==> config.mk <==
export PLATFORM = sky130hd
export DESIGN_NAME = lsu_arbiter
export DESIGN_NICKNAME = d
export VERILOG_FILES = /design/src/rtl/lsu_pkg.sv /design/src/rtl/lsu_addr_chk.sv /design/src/rtl/lsu_arbiter.sv
export SDC_FILE = /design/constraint.sdc
export NUM_CORES = 1
export LEC_CHECK = 0
export ABC_AREA = 1
export ABC_CLOCK_PERIOD_IN_PS = 6550
export BUFFER_PORTS_ARGS = -buffer_cell sky130_fd_sc_hd__clkbuf_2
export CAP_MARGIN = 20
export CORE_AREA = 2 2 155 157
export CTS_CLUSTER_DIAMETER = 200
export DETAILED_ROUTE_END_ITERATION = 16
export DIE_AREA = 0 0 157 159
export PLACE_DENSITY = 0.54
export SKIP_CTS_REPAIR_TIMING = 1
export SLEW_MARGIN = 30
export SYNTH_ARGS = -nofsm -noshare
export SYNTH_HDL_FRONTEND = slang
export SYNTH_HIERARCHICAL = 1
export SYNTH_SLANG_ARGS = --single-unit
==> constraint.sdc <==
create_clock -name i_clk -period 6.55 [get_ports i_clk]
set_clock_uncertainty 0.2 [all_clocks]
set_input_delay 0.3275 -clock i_clk [delete_from_list [all_inputs] [get_ports i_clk]]
set_output_delay 0.3275 -clock i_clk [all_outputs]
set_load 0.1 [all_outputs]
==> src/rtl/lsu_pkg.sv <==
// Shared definitions for the LSU arbiter: access-type encodings, address map
// and the arbiter FSM state type.
package lsu_pkg;

    localparam logic [2:0] SLT_SB  = 3'b000;
    localparam logic [2:0] SLT_SH  = 3'b001;
    localparam logic [2:0] SLT_SW  = 3'b010;
    localparam logic [2:0] SLT_LB  = 3'b011;
    localparam logic [2:0] SLT_LH  = 3'b100;
    localparam logic [2:0] SLT_LW  = 3'b101;
    localparam logic [2:0] SLT_LBU = 3'b110;
    localparam logic [2:0] SLT_LHU = 3'b111;

    localparam logic [31:0] RAM_LO  = 32'h0000_0000;
    localparam logic [31:0] RAM_HI  = 32'h0000_FFFF;
    localparam logic [31:0] OBUF_LO = 32'h1000_0000;
    localparam logic [31:0] OBUF_HI = 32'h1000_4FFF;
    localparam logic [31:0] SWI_LO  = 32'h1001_0000;
    localparam logic [31:0] SWI_HI  = 32'h1001_0FFF;

    typedef enum logic [1:0] {
        ST_IDLE   = 2'b00,
        ST_ACCESS = 2'b01,
        ST_RESP   = 2'b10
    } state_e;

    function automatic logic in_range(input logic [31:0] addr,
                                      input logic [31:0] lo,
                                      input logic [31:0] hi);
        return (addr >= lo) && (addr <= hi);
    endfunction

endpackage

==> src/rtl/lsu_addr_chk.sv <==
// Combinational legality check of one LSU access: address window,
// read-only switch window and natural alignment.
module lsu_addr_chk
    import lsu_pkg::*;
(
    input  logic        wren,
    input  logic [31:0] addr,
    input  logic [2:0]  slt_sl,
    output logic        legal
);

    logic in_ram_s;
    logic in_obuf_s;
    logic in_swi_s;
    logic misalign_s;

    // Window decode, alignment by access width, and the final verdict
    always_comb begin
        in_ram_s  = in_range(addr, RAM_LO, RAM_HI);
        in_obuf_s = in_range(addr, OBUF_LO, OBUF_HI);
        in_swi_s  = in_range(addr, SWI_LO, SWI_HI);
        case (slt_sl)
            SLT_SW, SLT_LW:          misalign_s = (addr[1:0] != 2'b00);
            SLT_SH, SLT_LH, SLT_LHU: misalign_s = addr[0];
            default:                 misalign_s = 1'b0;
        endcase
        legal = (in_ram_s || in_obuf_s || (in_swi_s && !wren)) && !misalign_s;
    end

endmodule

==> src/rtl/lsu_arbiter.sv <==
// Two-requester arbiter in front of a single-ported LSU: grant in IDLE,
// one LSU access cycle, one response cycle back to the owner.
module lsu_arbiter
    import lsu_pkg::*;
#(
    parameter bit RR_EN = 1'b1
) (
    input  logic        i_clk,
    input  logic        i_reset_n,
    input  logic        i_m0_req,
    input  logic        i_m0_wren,
    input  logic [31:0] i_m0_addr,
    input  logic [31:0] i_m0_data,
    input  logic [2:0]  i_m0_slt_sl,
    output logic        o_m0_gnt,
    output logic        o_m0_rvalid,
    output logic [31:0] o_m0_rdata,
    output logic        o_m0_err,
    input  logic        i_m1_req,
    input  logic        i_m1_wren,
    input  logic [31:0] i_m1_addr,
    input  logic [31:0] i_m1_data,
    input  logic [2:0]  i_m1_slt_sl,
    output logic        o_m1_gnt,
    output logic        o_m1_rvalid,
    output logic [31:0] o_m1_rdata,
    output logic        o_m1_err,
    output logic        o_lsu_wren,
    output logic [31:0] o_lsu_addr,
    output logic [31:0] o_st_data,
    output logic [2:0]  o_slt_sl,
    input  logic [31:0] i_ld_data
);

    state_e      state_r;
    logic        ptr_r;
    logic        owner_r;
    logic        legal_r;
    logic        cmd_store_r;
    logic        lsu_wren_r;
    logic [31:0] lsu_addr_r;
    logic [31:0] st_data_r;
    logic [2:0]  slt_sl_r;
    logic        m0_rvalid_r;
    logic [31:0] m0_rdata_r;
    logic        m0_err_r;
    logic        m1_rvalid_r;
    logic [31:0] m1_rdata_r;
    logic        m1_err_r;

    logic        gnt0_s;
    logic        gnt1_s;
    logic        win_wren_s;
    logic [31:0] win_addr_s;
    logic [31:0] win_data_s;
    logic [2:0]  win_slt_sl_s;
    logic        win_legal_s;
    logic [31:0] resp_data_s;

    // Grant decision: only in IDLE; ptr_r names the requester favoured on contention
    always_comb begin
        gnt0_s = 1'b0;
        gnt1_s = 1'b0;
        if (state_r == ST_IDLE) begin
            if (i_m0_req && i_m1_req) begin
                if (RR_EN && ptr_r) begin
                    gnt1_s = 1'b1;
                end else begin
                    gnt0_s = 1'b1;
                end
            end else begin
                gnt0_s = i_m0_req;
                gnt1_s = i_m1_req;
            end
        end else begin
            gnt0_s = 1'b0;
            gnt1_s = 1'b0;
        end
    end

    // Winner's command fields, fed to the legality check and the command registers
    always_comb begin
        if (gnt1_s) begin
            win_wren_s   = i_m1_wren;
            win_addr_s   = i_m1_addr;
            win_data_s   = i_m1_data;
            win_slt_sl_s = i_m1_slt_sl;
        end else begin
            win_wren_s   = i_m0_wren;
            win_addr_s   = i_m0_addr;
            win_data_s   = i_m0_data;
            win_slt_sl_s = i_m0_slt_sl;
        end
    end

    lsu_addr_chk u_addr_chk (
        .wren   (win_wren_s),
        .addr   (win_addr_s),
        .slt_sl (win_slt_sl_s),
        .legal  (win_legal_s)
    );

    // Stores and illegal accesses return zero data
    always_comb begin
        if (legal_r && !cmd_store_r) begin
            resp_data_s = i_ld_data;
        end else begin
            resp_data_s = 32'h0000_0000;
        end
    end

    // Arbiter FSM with priority pointer, LSU command and per-requester response registers
    always_ff @(posedge i_clk or negedge i_reset_n) begin
        if (!i_reset_n) begin
            state_r     <= ST_IDLE;
            ptr_r       <= 1'b0;
            owner_r     <= 1'b0;
            legal_r     <= 1'b0;
            cmd_store_r <= 1'b0;
            lsu_wren_r  <= 1'b0;
            lsu_addr_r  <= 32'h0000_0000;
            st_data_r   <= 32'h0000_0000;
            slt_sl_r    <= 3'b000;
            m0_rvalid_r <= 1'b0;
            m0_rdata_r  <= 32'h0000_0000;
            m0_err_r    <= 1'b0;
            m1_rvalid_r <= 1'b0;
            m1_rdata_r  <= 32'h0000_0000;
            m1_err_r    <= 1'b0;
        end else begin
            case (state_r)
                ST_IDLE: begin
                    if (gnt0_s || gnt1_s) begin
                        state_r     <= ST_ACCESS;
                        owner_r     <= gnt1_s;
                        ptr_r       <= gnt0_s;
                        legal_r     <= win_legal_s;
                        cmd_store_r <= win_wren_s;
                        lsu_wren_r  <= win_wren_s && win_legal_s;
                        lsu_addr_r  <= win_addr_s;
                        st_data_r   <= win_data_s;
                        slt_sl_r    <= win_slt_sl_s;
                    end else begin
                        state_r <= ST_IDLE;
                    end
                end
                ST_ACCESS: begin
                    state_r    <= ST_RESP;
                    lsu_wren_r <= 1'b0;
                    if (owner_r) begin
                        m1_rvalid_r <= 1'b1;
                        m1_rdata_r  <= resp_data_s;
                        m1_err_r    <= !legal_r;
                    end else begin
                        m0_rvalid_r <= 1'b1;
                        m0_rdata_r  <= resp_data_s;
                        m0_err_r    <= !legal_r;
                    end
                end
                ST_RESP: begin
                    state_r     <= ST_IDLE;
                    m0_rvalid_r <= 1'b0;
                    m0_rdata_r  <= 32'h0000_0000;
                    m0_err_r    <= 1'b0;
                    m1_rvalid_r <= 1'b0;
                    m1_rdata_r  <= 32'h0000_0000;
                    m1_err_r    <= 1'b0;
                end
                default: begin
                    state_r    <= ST_IDLE;
                    lsu_wren_r <= 1'b0;
                end
            endcase
        end
    end

    assign o_m0_gnt    = gnt0_s;
    assign o_m1_gnt    = gnt1_s;
    assign o_m0_rvalid = m0_rvalid_r;
    assign o_m0_rdata  = m0_rdata_r;
    assign o_m0_err    = m0_err_r;
    assign o_m1_rvalid = m1_rvalid_r;
    assign o_m1_rdata  = m1_rdata_r;
    assign o_m1_err    = m1_err_r;
    assign o_lsu_wren  = lsu_wren_r;
    assign o_lsu_addr  = lsu_addr_r;
    assign o_st_data   = st_data_r;
    assign o_slt_sl    = slt_sl_r;

endmodule

==> results of run 1 <==
==> metal layers <==
| layer | track usage (%) | vias up | routed length, um |
|---|---|---|---|
| met5 | 0 | - | 0 |
| met2 | 28.0 | 226 | 9950 |
| met3 | 5.36 | 26 | 1720 |
| li1 | - | 3339 | - |
| met1 | 20.9 | 3016 | 9170 |
| met4 | 5.92 | 0 | 427 |
==> synth_stat cells <==
cell type and instances:
nor2_2 5, nand3_2 1, o21ai_1 52, inv_2 2, clkbuf_1 6, nand4_1 2
nor3b_1 1, or2_2 1, nor2_1 45, a21oi_1 1, nand3_1 80, nand2_2 4
o21bai_1 1, nand2_1 381, dfrtp_1 142, buf_6 7, a32o_1 1, buf_4 7
inv_1 43, o21ai_0 41, nor2_4 2, buf_2 32
==> logic make-up (layout without fill, tap and decap cells) <==
logic type / count (synthesis) / in the layout / share of synthesized area [%]
buf+inv: 97 / 433 / 7.27
simple gates: 522 / 522 / 31.9
compound gates: 96 / 96 / 7.35
flops: 142 / 142 / 53.5
==> layout make-up <==
cell class	count	area, um^2
inverters	45	169
flip-flops and latches	142	3550
multi-input cells	618	2620
fillers	2468	13800
well taps	319	399
repair buffers	359	2030
clock inverters	11	168
clock buffers	18	439
==> path summary, 6_finish.rpt <==
| check | startpoint | endpoint | slack (ps) | depth (start not counted) |
|---|---|---|---|---|
| worst max-delay path | state_r[1]$_DFF_PN0_ | o_m1_gnt | 3290 | 5 |
| worst min-delay path | i_ld_data[12] | o_m0_rdata[12]$_DFFE_PN0P_ | -20 | 3 |
| worst max register to register | state_r[1]$_DFF_PN0_ | o_lsu_wren$_DFFE_PN0P_ | 3390 | 18 |
| worst min register to register | o_lsu_addr[31]$_DFFE_PN0P_ | o_lsu_addr[31]$_DFFE_PN0P_ | 280 | 2 |
| max in group asynchronous | i_reset_n | o_st_data[10]$_DFFE_PN0P_ | 4760 | 3 |
| min in group asynchronous | i_reset_n | o_lsu_addr[23]$_DFFE_PN0P_ | 290 | 2 |
==> critical path: cells and delay by family (launching register included) <==
family | cells | cell delay [ps]
buf+inv | 3 | 1360
flops | 1 | 440
simple gates | 2 | 500
==> per-stage QoR <==
stage               setup slack [ps]  instance area, um^2  utilization (%)  instances  hold WS, ps
finish                          3290                 9380             40.5       1512        -24.9
global route                    3000                 9380             40.5       1512        -2.01
CTS                             3210                 8970             38.7       1471         -249
detailed placement              3340                 8360             36.1       1442          209
global placement                3410                 8360             36.1       1442          207
floorplan                       3940                 6640                -        857         -168
==> state kept, by name, summed over array words and instances (netlist names), 2 cells and up <==
name        cells
o_lsu_addr     32
o_m0_rdata     32
o_m1_rdata     32
o_slt_sl        3
o_st_data      32
state_r         2
==> placed cells by master (no fill, tap or decap) <==
cell type | synthesis | routed
o21ai_1 | 52 | 52
clkinvlp_4 | 0 | 2
inv_2 | 2 | 2
nand3_4 | 0 | 1
o21bai_1 | 1 | 1
nand3_1 | 80 | 80
clkbuf_16 | 0 | 17
o21ai_0 | 41 | 41
buf_4 | 7 | 8
dlygate4sd3_1 | 0 | 41
clkinv_4 | 0 | 1
a21oi_1 | 1 | 1
dfrtp_1 | 142 | 142
or2_2 | 1 | 1
clkbuf_2 | 0 | 308
clkinv_2 | 0 | 3
inv_1 | 43 | 43
nand2_1 | 381 | 378
inv_6 | 0 | 1
buf_6 | 7 | 2
nand4_1 | 2 | 2
nor2_4 | 2 | 2
clkbuf_8 | 0 | 1
nor3b_1 | 1 | 1
nor2_2 | 5 | 6
nor2_1 | 45 | 44
a32o_1 | 1 | 1
nand2_2 | 4 | 7
bufinv_16 | 0 | 4
==> impl_metrics.json, run 1 <==
{
  "clk_path_buf_depth": 2,
  "path_cells": "nor2_4 > nand3_4 > inv_2 > buf_4 > clkbuf_2",
  "grt_pass1_vias": 6596,
  "grt_max_degree": 77,
  "synth.avg_cell_area_um2": 7.75,
  "drive_above_1_share_pct": 30.7,
  "cts_sinks": 142,
  "post-route-period-util_pct": 49.8,
  "synthToLayoutAreaGrowth_pct": 41.3,
  "tns_ps": 0,
  "relSlewSlack_pct": 46.5,
  "criticalPathCategory": "register to primary output",
  "cts_inserted_buffers": 17,
  "htreeDepth": 4,
  "setup_viol": 0,
  "end_kind": "primary output",
  "final_hold_viol_count": 23,
  "path_clk_slew_ps": 60,
  "max_freq_mhz": 306,
  "finalCriticalPeriod_ps": 3260,
  "antenna_found_initial": 0,
  "ys_warn_count": 6,
  "cap_violations": 0,
  "die_w_um": 157,
  "ioPinCount": 310,
  "portBuffers": 309,
  "cp_slowest_cell": "inv_2",
  "maxSlewViolCount": 0,
  "grt_first_pass_wirelength_mm": 33.6,
  "cts_tree": "built",
  "synth.top_cell.area_share_pct": 53.5,
  "clock-root-buffer": "clkbuf_16",
  "grt-ovfl-total": 0,
  "synth_cell_types": 22,
  "start_util_pct": 28.6,
  "via_per_inst": 4.37,
  "hold_ws_ps": -24.9,
  "vias": 6607,
  "syn_area_mm2": 0.00664,
  "failed_checks": "negative hold slack",
  "worstPathMaxFanout": 34,
  "wl_per_cell_um": 14.1,
  "hold_path_class": "input pin to register",
  "outcome": "finished, violations left",
  "gp_congestion": 0.793,
  "diodes": 0,
  "die_h_um": 159,
  "worstMarginPinSlew_ps": 803,
  "final_nets": 1355,
  "clock_latency_ps": 410,
  "num_rows": 56,
  "ant_nets": 0,
  "synthesis.nets": 1029,
  "yosysSeqAreaShare_pct": 53.5,
  "crit_arrival_ps": 2740,
  "coreArea_mm2": 0.0232,
  "synthCells": 857,
  "synth_top_area_cell": "dfrtp_1",
  "die_area_mm2": 0.0250,
  "hpwlAfterDp_mm": 14.7,
  "drt_drc_violations_left": 0,
  "wl_mm": 21.3,
  "worst_ep_required_time_ps": 6020,
  "rsz0062_at_grt": "false",
  "critPathLaunchType": "register",
  "yosys_register_bits": 142,
  "yosys-top-cells-area": "dfrtp_1 54%, nand2_1 22%, nand3_1 6.0%",
  "slowest_delay_ps": 570,
  "drtPass1Iterations": 4,
  "drt-initial-drc-count": 370,
  "gr-usage-all-layers_pct": 17.0
}
Power of run 1 is not shown: default switching activity piles up to over one toggle a cycle in this logic, so the estimate is an artifact.
==> inputs of run 2 (changes only) <==
ABC_CLOCK_PERIOD_IN_PS = 3350   (was 6550)
clock period = 3.35 ns   (was 6.55 ns; I/O delays follow)
==> run 2 against run 1 <==
The run still ends with negative hold slack left. Routed wire length grew 7.3%. Register-to-register slack lost 2900 ps. Global-route usage grew 0.40 points. Cell count grew 8.9%. Non-clock buffer count grew 131. Utilization grew 5.7 points. Flip-flop and latch count is the same. Die area is the same. Hold slack gained 11 ps. Sequential share of layout area shrank 4.7 points. First-iteration DRC count grew 17%. Critical path type is now register to register.
==> impl_metrics.json, run 2 (same netlist as run 1, synthesis figures left out) <==
{
  "outcome": "finished, violations left",
  "failed_checks": "negative hold slack",
  "critPathLaunchType": "register",
  "place_ws_ps": 470,
  "clk_path_buf_depth": 2,
  "hold_path_class": "input pin to register",
  "end_kind": "register",
  "m1WireLength_mm": 9.92,
  "utilization_pct": 46.1,
  "hpwlAfterDp_mm": 15.1,
  "max_freq_mhz": 350,
  "cts_tree": "built",
  "vdd_drop_max_mv": 0.798,
  "drtPass1Iterations": 4,
  "hold_path_end": "ptr_r$_DFFE_PN0P_",
  "relSlewSlack_pct": 40.4,
  "antenna_found_initial": 0,
  "final_hold_viol_count": 2,
  "gp_congestion": 0.826,
  "diodes": 0,
  "finalCriticalPeriod_ps": 2860,
  "start_util_pct": 28.6,
  "hold_ws_ps": -13.4,
  "path_clk_slew_ps": 70,
  "portBuffers": 309,
  "grt-ovfl-total": 0,
  "synthToLayoutAreaGrowth_pct": 61.1,
  "coreArea_mm2": 0.0232,
  "die_h_um": 159,
  "worstPathMaxFanout": 31,
  "most-common-layout-cells": "378 x nand2_1, 308 x clkbuf_2, 168 x dlygate4sd3_1",
  "ff2ff_path_depth": 18,
  "drt_drc_violations_left": 0,
  "stdcell_area_mm2": 0.0107,
  "grt_max_degree": 94,
  "crit_arrival_ps": 3020,
  "setup_viol": 0,
  "post-route-period-util_pct": 85.4,
  "wl_met3_mm": 1.55,
  "min_from": "i_m0_req",
  "maxSlewViolCount": 0,
  "num_rows": 56,
  "gr-usage-all-layers_pct": 17.4,
  "wl_met2_mm": 11.0,
  "clock-root-buffer": "clkbuf_16",
  "rrSetupSlack_ps": 490,
  "via_per_inst": 4.39,
  "final_common_cell": "nand2_1",
  "final_nets": 1486,
  "drive_above_1_share_pct": 28.0,
  "r2r_start": "state_r[1]$_DFF_PN0_",
  "clock_latency_ps": 420,
  "p_leak_nw": 5.79,
  "htreeDepth": 4,
  "hold_depth": 3,
  "drt-initial-drc-count": 433,
  "grt_pass1_vias": 6552,
  "wl_per_cell_um": 13.9,
  "rsz0062_at_grt": "false",
  "die_area_mm2": 0.0250,
  "power.density_mw_per_mm2": 1120,
  "ant_nets": 0,
  "wl_mm": 22.8,
  "tns_ps": 0,
  "worstMarginPinSlew_ps": 891,
  "criticalPathCategory": "register to register",
  "timing.rr.end": "o_lsu_wren$_DFFE_PN0P_",
  "ioPinCount": 310,
  "placed_area_mm2": 0.00843,
  "vias": 7232,
  "top_layer_used": "met4",
  "worst_ep_required_time_ps": 3510,
  "grt_first_pass_wirelength_mm": 34.2,
  "layout_setup_ws_ps": 489,
  "die_w_um": 157,
  "cts_sinks": 142,
  "cts_inserted_buffers": 17,
  "cap_violations": 0
}
run 2: cell types whose count changed in the layout (fill, tap and decap cells not counted), moves of 3 or more:
cell | previous run | this run
inv_6 | 1 | 5
buf_12 | 0 | 3
clkinvlp_4 | 2 | 5
dlygate4sd3_1 | 41 | 168
run 2: routing by layer:
layer	vias to the layer above	global-route usage, %
li1	3619	-
met3	33	6.40
met4	0	5.13
met1	3331	21.7
met5	-	0
met2	249	28.1
run 2: through the flow:
stage                     instances  total power [mW]
final                          1646              12.0
after global routing           1646              12.7
after CTS                      1478              11.5
after detailed placement       1446              9.48
after global placement         1446              9.45
after floorplan                 857              8.22
run 2: layout make-up:
class                      count  area [um^2]
clock buffer                  18          429
inverter                      45          169
sequential                   142         3550
clock inverter                14          158
multi-input combinational    618         2620
tap                          319          399
fill                        2281        12500
timing repair buffer         490         3370
run 2: how the worst max path moves through the flow:
stage / startpoint / end
after detailed placement: state_r[1]$_DFF_PN0_ / o_lsu_wren$_DFFE_PN0P_
final: state_r[1]$_DFF_PN0_ / o_lsu_wren$_DFFE_PN0P_
after floorplan: state_r[1]$_DFF_PN0_ / o_lsu_wren$_DFFE_PN0P_
after global placement: state_r[1]$_DFF_PN0_ / o_lsu_wren$_DFFE_PN0P_
after CTS: state_r[1]$_DFF_PN0_ / o_lsu_wren$_DFFE_PN0P_
after global routing: state_r[1]$_DFF_PN0_ / o_lsu_wren$_DFFE_PN0P_
run 2: power breakdown:
group	leakage [nW]	internal, mW	switching, mW
Clock	0.272	1.11	0.826
Sequential	1.85	2.29	0.335
Combinational	3.67	1.56	5.88
run 2: critical path: stages, from the launching register on:
cell,delay [ps]
dfrtp_1,440
nor2_4,180
nand3_4,100
inv_2,460
nand2_1,100
nand2_1,120
inv_1,70
nor2_2,90
nand2_2,70
nor2_4,120
nand2_2,70
nand2_1,50
nand3_1,60
nor2_1,100
nor2_1,50
nor2_1,140
nor3b_1,210
nand3_1,100
nand2_1,60
Note: power is estimated with default switching activity, not from simulation.
==> inputs of run 3 (changes only) <==
CELL_PAD_IN_SITES_DETAIL_PLACEMENT = 2   (was unset)
CELL_PAD_IN_SITES_GLOBAL_PLACEMENT = 2   (was unset)
CORE_AREA = 2 2 166 168   (was 2 2 155 157)
DIE_AREA = 0 0 168 170   (was 0 0 157 159)
PLACE_DENSITY = 0.81   (was 0.54)
==> run 3 against run 2 <==
The run still ends with negative hold slack left. Via count rose by 7.6%. Routed wire length rose by 46%. Sequential share of layout area is essentially flat. Cell count grew 1.2%. Register-to-register slack worse by 300 ps. Sequential power rose by 2%. Clock power grew 6%. Die area up 14%. Fmax decreased by 9.5%. Largest cell class unchanged. Highest routed layer unchanged.
==> impl_metrics.json, run 3 (same netlist as run 1, synthesis figures left out) <==
{
  "drt_drc_violations_left": 0,
  "worst_ep_required_time_ps": 3500,
  "gr-usage-all-layers_pct": 18.3,
  "relSlewSlack_pct": 42.7,
  "post-route-period-util_pct": 94.3,
  "hold_path_end": "ptr_r$_DFFE_PN0P_",
  "die_w_um": 168,
  "cts_sinks": 142,
  "max_freq_mhz": 316,
  "htreeDepth": 4,
  "clock-root-buffer": "clkbuf_16",
  "gp_congestion": 0.762,
  "worstMarginPinSlew_ps": 859,
  "cap_violations": 0,
  "cpMostUsedCell": "nand2_1",
  "wl_mm": 33.3,
  "clock_latency_ps": 420,
  "cts_tree": "built",
  "grt_max_degree": 88,
  "finalCriticalPeriod_ps": 3160,
  "final_common_cell": "nand2_1",
  "dpl.cell_count": 1470,
  "critPathBufInv": 2,
  "critPathLaunchType": "register",
  "coreArea_mm2": 0.0267,
  "ioPinCount": 310,
  "r2r_start": "state_r[1]$_DFF_PN0_",
  "min_from": "i_m0_req",
  "path_clk_slew_ps": 70,
  "grt_pass1_vias": 7516,
  "tns_ps": 0,
  "outcome": "finished, violations left",
  "failed_checks": "negative hold slack",
  "nFillCells": 2974,
  "drtPass1Iterations": 4,
  "clk_path_buf_depth": 2,
  "die_area_mm2": 0.0286,
  "place_ws_ps": 443,
  "hold_depth": 3,
  "layout_setup_ws_ps": 190,
  "start_util_pct": 24.9,
  "hold_path_class": "input pin to register",
  "crit_arrival_ps": 3310,
  "num_rows": 60,
  "path_cells": "nor2_4 > nand3_4 > inv_2 > buf_4 > nand2_1 > nand2_1 > nor2_2 > nand2_2 > a21oi_1 > nand2_1 > nand3_1 > nor2_1 > nor2_1 > nor2_1 > nor3b_1 > nand3_1 > nand2_1",
  "stdcell_area_mm2": 0.0107,
  "antenna_found_initial": 1,
  "die_h_um": 170,
  "hold_ws_ps": -11.2,
  "p_leak_nw": 5.79,
  "end_kind": "register",
  "ff2ff_path_depth": 17,
  "placed_area_mm2": 0.00845,
  "grt_first_pass_wirelength_mm": 41.1,
  "maxSlewViolCount": 0,
  "cts_inserted_buffers": 17,
  "via_per_inst": 4.67,
  "hpwlAfterDp_mm": 19.0,
  "vdd_drop_max_mv": 0.793,
  "criticalPathCategory": "register to register",
  "worstPathMaxFanout": 23,
  "cp_top_family": "simple AND/OR/NAND/NOR gates",
  "setup_viol": 0,
  "timing.rr.end": "o_lsu_wren$_DFFE_PN0P_",
  "vias": 7779,
  "drive_above_1_share_pct": 28.2,
  "final_nets": 1483,
  "portBuffers": 309,
  "final_hold_viol_count": 2,
  "p_total_mw": 12.5,
  "wl_per_cell_um": 20.0,
  "utilization_pct": 40.1,
  "instances_no_fill": 1666,
  "power.density_mw_per_mm2": 1170,
  "synthToLayoutAreaGrowth_pct": 61.1,
  "grt-ovfl-total": 0,
  "rrSetupSlack_ps": 190,
  "most-common-layout-cells": "378 x nand2_1, 308 x clkbuf_2, 163 x dlygate4sd3_1",
  "drt-initial-drc-count": 401,
  "ant_nets": 0,
  "cp_slowest_cell": "dfrtp_1",
  "slowest_delay_ps": 450
}
[run 3: cell count changes in the layout (fill, tap and decap cells not counted), moves of 2 or more]
cell,change
buf_12,-2
buf_4,+4
clkinvlp_4,-3
clkinv_4,+3
dlygate4sd3_1,-5
[run 3: power by group]
part	internal [mW]	leakage, nW	switching [mW]
combinational	1.55	3.65	6.24
clock	1.19	0.294	0.865
sequential	2.29	1.85	0.400
total	5.03	5.79	7.51
[run 3: worst max path at each step]
stage / end / startpoint / cells after the start / slack, ps
final: o_lsu_wren$_DFFE_PN0P_ / state_r[1]$_DFF_PN0_ / 17 / 190
after global routing: o_lsu_wren$_DFFE_PN0P_ / state_r[1]$_DFF_PN0_ / 17 / -30
after CTS: o_lsu_wren$_DFFE_PN0P_ / state_r[1]$_DFF_PN0_ / 17 / 330
after detailed placement: o_lsu_wren$_DFFE_PN0P_ / state_r[1]$_DFF_PN0_ / 17 / 440
after global placement: o_lsu_wren$_DFFE_PN0P_ / state_r[1]$_DFF_PN0_ / 17 / 620
after floorplan: o_lsu_wren$_DFFE_PN0P_ / state_r[1]$_DFF_PN0_ / 19 / 740
[run 3: layout make-up]
class                   count  area, um^2  area share, %
flip-flops and latches    142        3550           33.2
repair buffers            487        3310           30.9
multi-input cells         618        2620           24.5
clock buffers              18         429           4.01
well taps                 341         427           3.99
clock inverters            14         183           1.71
inverters                  45         169           1.58
diodes                      1        2.50         0.0234
[run 3: per-layer routing]
| metal | vias to the layer above | routed length (um) | track usage (%) | share of wire [%] |
|---|---|---|---|---|
| met5 | - | 0 | 0 | 0 |
| met1 | 3894 | 13400 | 22.7 | 40 |
| li1 | 3598 | - | - | - |
| met4 | 0 | 708 | 3.97 | 2.1 |
| met2 | 250 | 17100 | 31.1 | 52 |
| met3 | 37 | 2000 | 6.12 | 6.0 |
[run 3: worst register-to-register path: stages (launching register included)]
cell and delay, ps:
dfrtp_1 450, nor2_4 180, nand3_4 90, inv_2 330, buf_4 320, nand2_1 80
nand2_1 130, nor2_2 60, nand2_2 120, a21oi_1 140, nand2_1 120, nand3_1 130
nor2_1 140, nor2_1 80, nor2_1 130, nor3b_1 220, nand3_1 100, nand2_1 70
